[src/rtl/frequency_divider.sv]
// Purpose : selectable integer divider, out = clk / N with N picked from an 8-entry table by select.
// Latency : out rises on the first edge with reset high; select changes apply at the next period wrap.
// Backpressure: none, free-running; out is a registered level, never a generated clock.
module frequency_divider #(
  parameter int CNT_W = 4
) (
  input  logic       clk,
  input  logic       reset,
  input  logic [2:0] select,
  output logic       out
);

  logic [2:0]       sel_q;
  logic [CNT_W-1:0] cnt;
  logic [CNT_W-1:0] last;   // N - 1 for the latched select
  logic [CNT_W-1:0] high;   // ceil(N / 2): cycles out stays high per period

  // Decode the latched select into the period end and the high-phase length.
  always_comb begin
    last = '0;
    high = '0;
    case (sel_q)
      3'd0:    begin last = CNT_W'(1);  high = CNT_W'(1); end  // /2
      3'd1:    begin last = CNT_W'(2);  high = CNT_W'(2); end  // /3
      3'd2:    begin last = CNT_W'(3);  high = CNT_W'(2); end  // /4
      3'd3:    begin last = CNT_W'(4);  high = CNT_W'(3); end  // /5
      3'd4:    begin last = CNT_W'(5);  high = CNT_W'(3); end  // /6
      3'd5:    begin last = CNT_W'(7);  high = CNT_W'(4); end  // /8
      3'd6:    begin last = CNT_W'(9);  high = CNT_W'(5); end  // /10
      default: begin last = CNT_W'(15); high = CNT_W'(8); end  // /16
    endcase
  end

  // Phase counter, output register and select latch; select is only taken at
  // reset or at the period wrap so a running period is never truncated.
  always_ff @(posedge clk) begin
    if (!reset) begin
      cnt   <= '0;
      out   <= 1'b0;
      sel_q <= select;
    end else begin
      out <= (cnt < high);
      if (cnt == last) begin
        cnt   <= '0;
        sel_q <= select;
      end else begin
        cnt <= cnt + CNT_W'(1);
      end
    end
  end

endmodule

[config.mk]
export PLATFORM = sky130hd
export DESIGN_NAME = frequency_divider
export DESIGN_NICKNAME = d
export VERILOG_FILES = /design/src/rtl/frequency_divider.sv
export SDC_FILE = /design/constraint.sdc
export NUM_CORES = 1
export LEC_CHECK = 0
export ABC_AREA = 1
export CORE_AREA = 10 10 47 49
export CTS_CLUSTER_SIZE = 40
export DETAILED_ROUTE_END_ITERATION = 10
export DIE_AREA = 0 0 57 59
export GPL_ROUTABILITY_DRIVEN = 0
export PLACE_DENSITY = 0.69
export SYNTH_ARGS = -nofsm -noshare
export SYNTH_HDL_FRONTEND = slang
export SYNTH_SLANG_ARGS = --single-unit
[constraint.sdc]
create_clock -name clk -period 1.95 [get_ports clk]
set_clock_uncertainty 0.15 [all_clocks]
set_input_delay 0.195 -clock clk [delete_from_list [all_inputs] [get_ports clk]]
set_output_delay 0.195 -clock clk [all_outputs]
set_load 0.05 [all_outputs]
==> summary.md, run 1 <==
| Metric | Value |
|---|---|
| Crit Path Max Fanout | 6 |
| Reg-to-reg startpoint | sel_q[1] |
| Crit Path Class | flop to flop |
| Minimum clock period | 1700 ps |
| Vias in the first global route | 375 |
| Hold depth | 1 |
| Root buffer cell | clkbuf_4 |
| CP Capture Type | flop |
| Fmax | 590 MHz |
| GRT overflow | 0 |
| Post-DRT Antenna Nets | 0 |
| Num CTS Buffers | 3 |
| Final WS setup | 255 ps |
| Worst slew pin tran | 495 ps |
| Yosys reg bits | 8 |
| # nets final | 85 |
| Worst-case reg-to-reg path depth | 8 |
| Drt pass-1 iters | 4 |
| Synth warnings | 0 |
| Die H | 59 microns |
| WL per Instance | 9.12 microns |
| Run status | complete, no violations |
| Post-synthesis cell type count | 19 |
| Antenna Cells | 0 |
| Power per cell area | 786 nW/um^2 |
| Post-Syn Area per Cell | 7.58 sq um |
| Placement Setup Slack | 272 ps |
| Die width | 57 microns |
| Initial antenna violation count | 0 |
| Hold Startpoint | select[1] |
| R2R Setup Slk | 250 ps |
| CTS Hold Bufs | 0 |
| Unrepaired setup endpoints after global routing | no |
| Starting density of the core | 0.362 |
| Gr usage total | 0.0524 |
| IO Port Bufs | 5 |
| # IOs | 6 |
| Vias/cell | 4.66 |
| Fin Setup TNS | 0 ps |
| # setup viols final | 0 |
| DR iter-0 viols | 2 |
| Cell Area, Placed | 571 sq um |
| Die Area | 3360 sq um |
| Hold Fails Final Rpt | 0 |
| CP Data Required Time | 1940 ps |
| Yosys top cell area share | 0.197 |
| Num rows | 14 |
| Syn_nets | 76 |
| Via count | 424 |
| Largest net degree at the start of global routing | 9 |
| CTS tree | yes |
| Pleak | 0.000267 uW |
| CTS Sinks | 8 |
| Reg clk slew, reported paths | 60 ps |
| Final wirelength | 830 microns |
| Fill count | 162 |
| Final period util | 0.869 |
| Hold Path Class | input pin to flop |
| Startpoint Class | flop |
| Final core area utilization | 0.426 |
| Worst-case hold slack | 345 ps |
| Hold endpoint | sel_q[1] |
| First-pass GRT wire length | 1430 microns |
| Slew HR | 0.669 |
| Clock insertion delay at the later pin of the skew report | 250 ps |
| Max clock buf depth | 2 |
| Synth area leaders | dfxtp_1 20%, edfxtp_1 18%, nand2_1 15% |
| Post-DP HPWL | 683 microns |
| Reg-to-Reg End | out |
| Sequential element share of the synthesized area | 0.374 |
| Max VDD drop | 0.338 mV |
| Yosys top cell by area | dfxtp_1 |
| Max Cap Violations | 0 |
| # resized after CTS | 0 |
| Layout area overhead | 17.5% |
| Setup repair bufs after CTS | 0 |
| Worst EP arrival | 1680 ps |
| Post-layout instance area | 597 sq um |
| H-tree Lvls | 1 |
| Max-slew violation count | 0 |
| Post-synthesis cell area | 508 sq um |
| DRC viols | 0 |
| Core area | 1400 sq um |
| Layout cells sized above 1 | 0.173 |
| Syn Inst Count | 67 |
-- area by class of cell --
cell class | instances | area (sq um) | share of cell area
timing repair buffer | 5 | 50.0 | 0.0839
multi-input combinational | 48 | 273 | 0.457
inverter | 10 | 37.5 | 0.0629
clock buffer | 4 | 26.3 | 0.0440
tap | 16 | 20.0 | 0.0335
sequential | 8 | 190 | 0.319
-- worst max path at each step --
stage          startpoint  cells past startpoint  slack, ps   to
2_1_floorplan    sel_q[0]                      8        380  out
3_3_place_gp     sel_q[0]                      8        280  out
3_5_place_dp     sel_q[1]                      8        270  out
4_1_cts               out                      1        250  out
5_1_grt          sel_q[1]                      8        120  out
6_report         sel_q[1]                      8        250  out
-- cells in the mapped netlist --
master,count
nand2_1,20
inv_1,7
nand3_1,6
dfxtp_1,5
nor2_2,5
ha_1,4
edfxtp_1,3
nor2_1,3
a21oi_1,2
inv_2,2
nand3b_1,2
buf_4,1
clkinv_1,1
nand2_2,1
nand2_4,1
o21ai_2,1
o22ai_1,1
xnor2_1,1
xor2_1,1
-- flip-flops by register name, summed over array words and instances, names as in the netlist --
signal	count
cnt	4
sel_q	3
out	1
-- critical path: stages, from the launching register on --
cell and delay (ps):
edfxtp_1 470, nand2_1 170, clkinv_1 100, nor2_1 120
a21oi_1 80, ha_1 270, nand2_1 50, a21oi_1 120
nor2_1 50
-- where the power goes --
group | internal [uW] | switching, uW
registers | 193 | 23.3
clock network | 78.1 | 54.1
logic | 51.8 | 69.4
total | 322 | 147
-- routing by layer --
layer | track usage | routed length, microns | vias up
met3 | 0.0193 | 26 | 2
met5 | 0 | 0 | -
li1 | - | - | 229
met1 | 0.0501 | 367 | 186
met4 | 0.0302 | 6 | 0
met2 | 0.0946 | 429 | 7
-- layout by cell type (no fill, tap or decap) --
cell              n
nand2_1          20
inv_1             7
nand3_1           6
nor2_2            5
dfxtp_1           5
clkdlybuf4s50_1   5
ha_1              4
nor2_1            3
clkbuf_4          3
edfxtp_1          3
inv_2             2
nand3b_1          2
a21oi_1           2
o21ai_2           1
nand2_2           1
nand2_4           1
clkinv_1          1
o22ai_1           1
xnor2_1           1
xor2_1            1
clkbuf_1          1
-- per-stage QoR --
stage | power (uW) | instances
CTS | 476 | 91
finish | 469 | 91
detailed placement | 342 | 87
global placement | 339 | 87
floorplan | 310 | 67
global route | 504 | 91
-- logic make-up after synthesis --
family	share of synthesized area
simple gates	0.355
buf+inv	0.0887
flops	0.374
compound gates	0.0493
fa+ha+maj	0.0985
xor+xnor	0.0345
Power figures use the tool's default switching activity.
==> inputs of run 2 (changes only) <==
--- a/config.mk
+++ b/config.mk
@@ -11,6 +11,7 @@
 export DETAILED_ROUTE_END_ITERATION = 10
 export DIE_AREA = 0 0 57 59
 export GPL_ROUTABILITY_DRIVEN = 0
+export GPL_TIMING_DRIVEN = 1
 export PLACE_DENSITY = 0.69
 export SYNTH_ARGS = -nofsm -noshare
 export SYNTH_HDL_FRONTEND = slang
==> results of run 2 <==
Same layout as run 1: the final DEF is identical, and so are final timing and power.
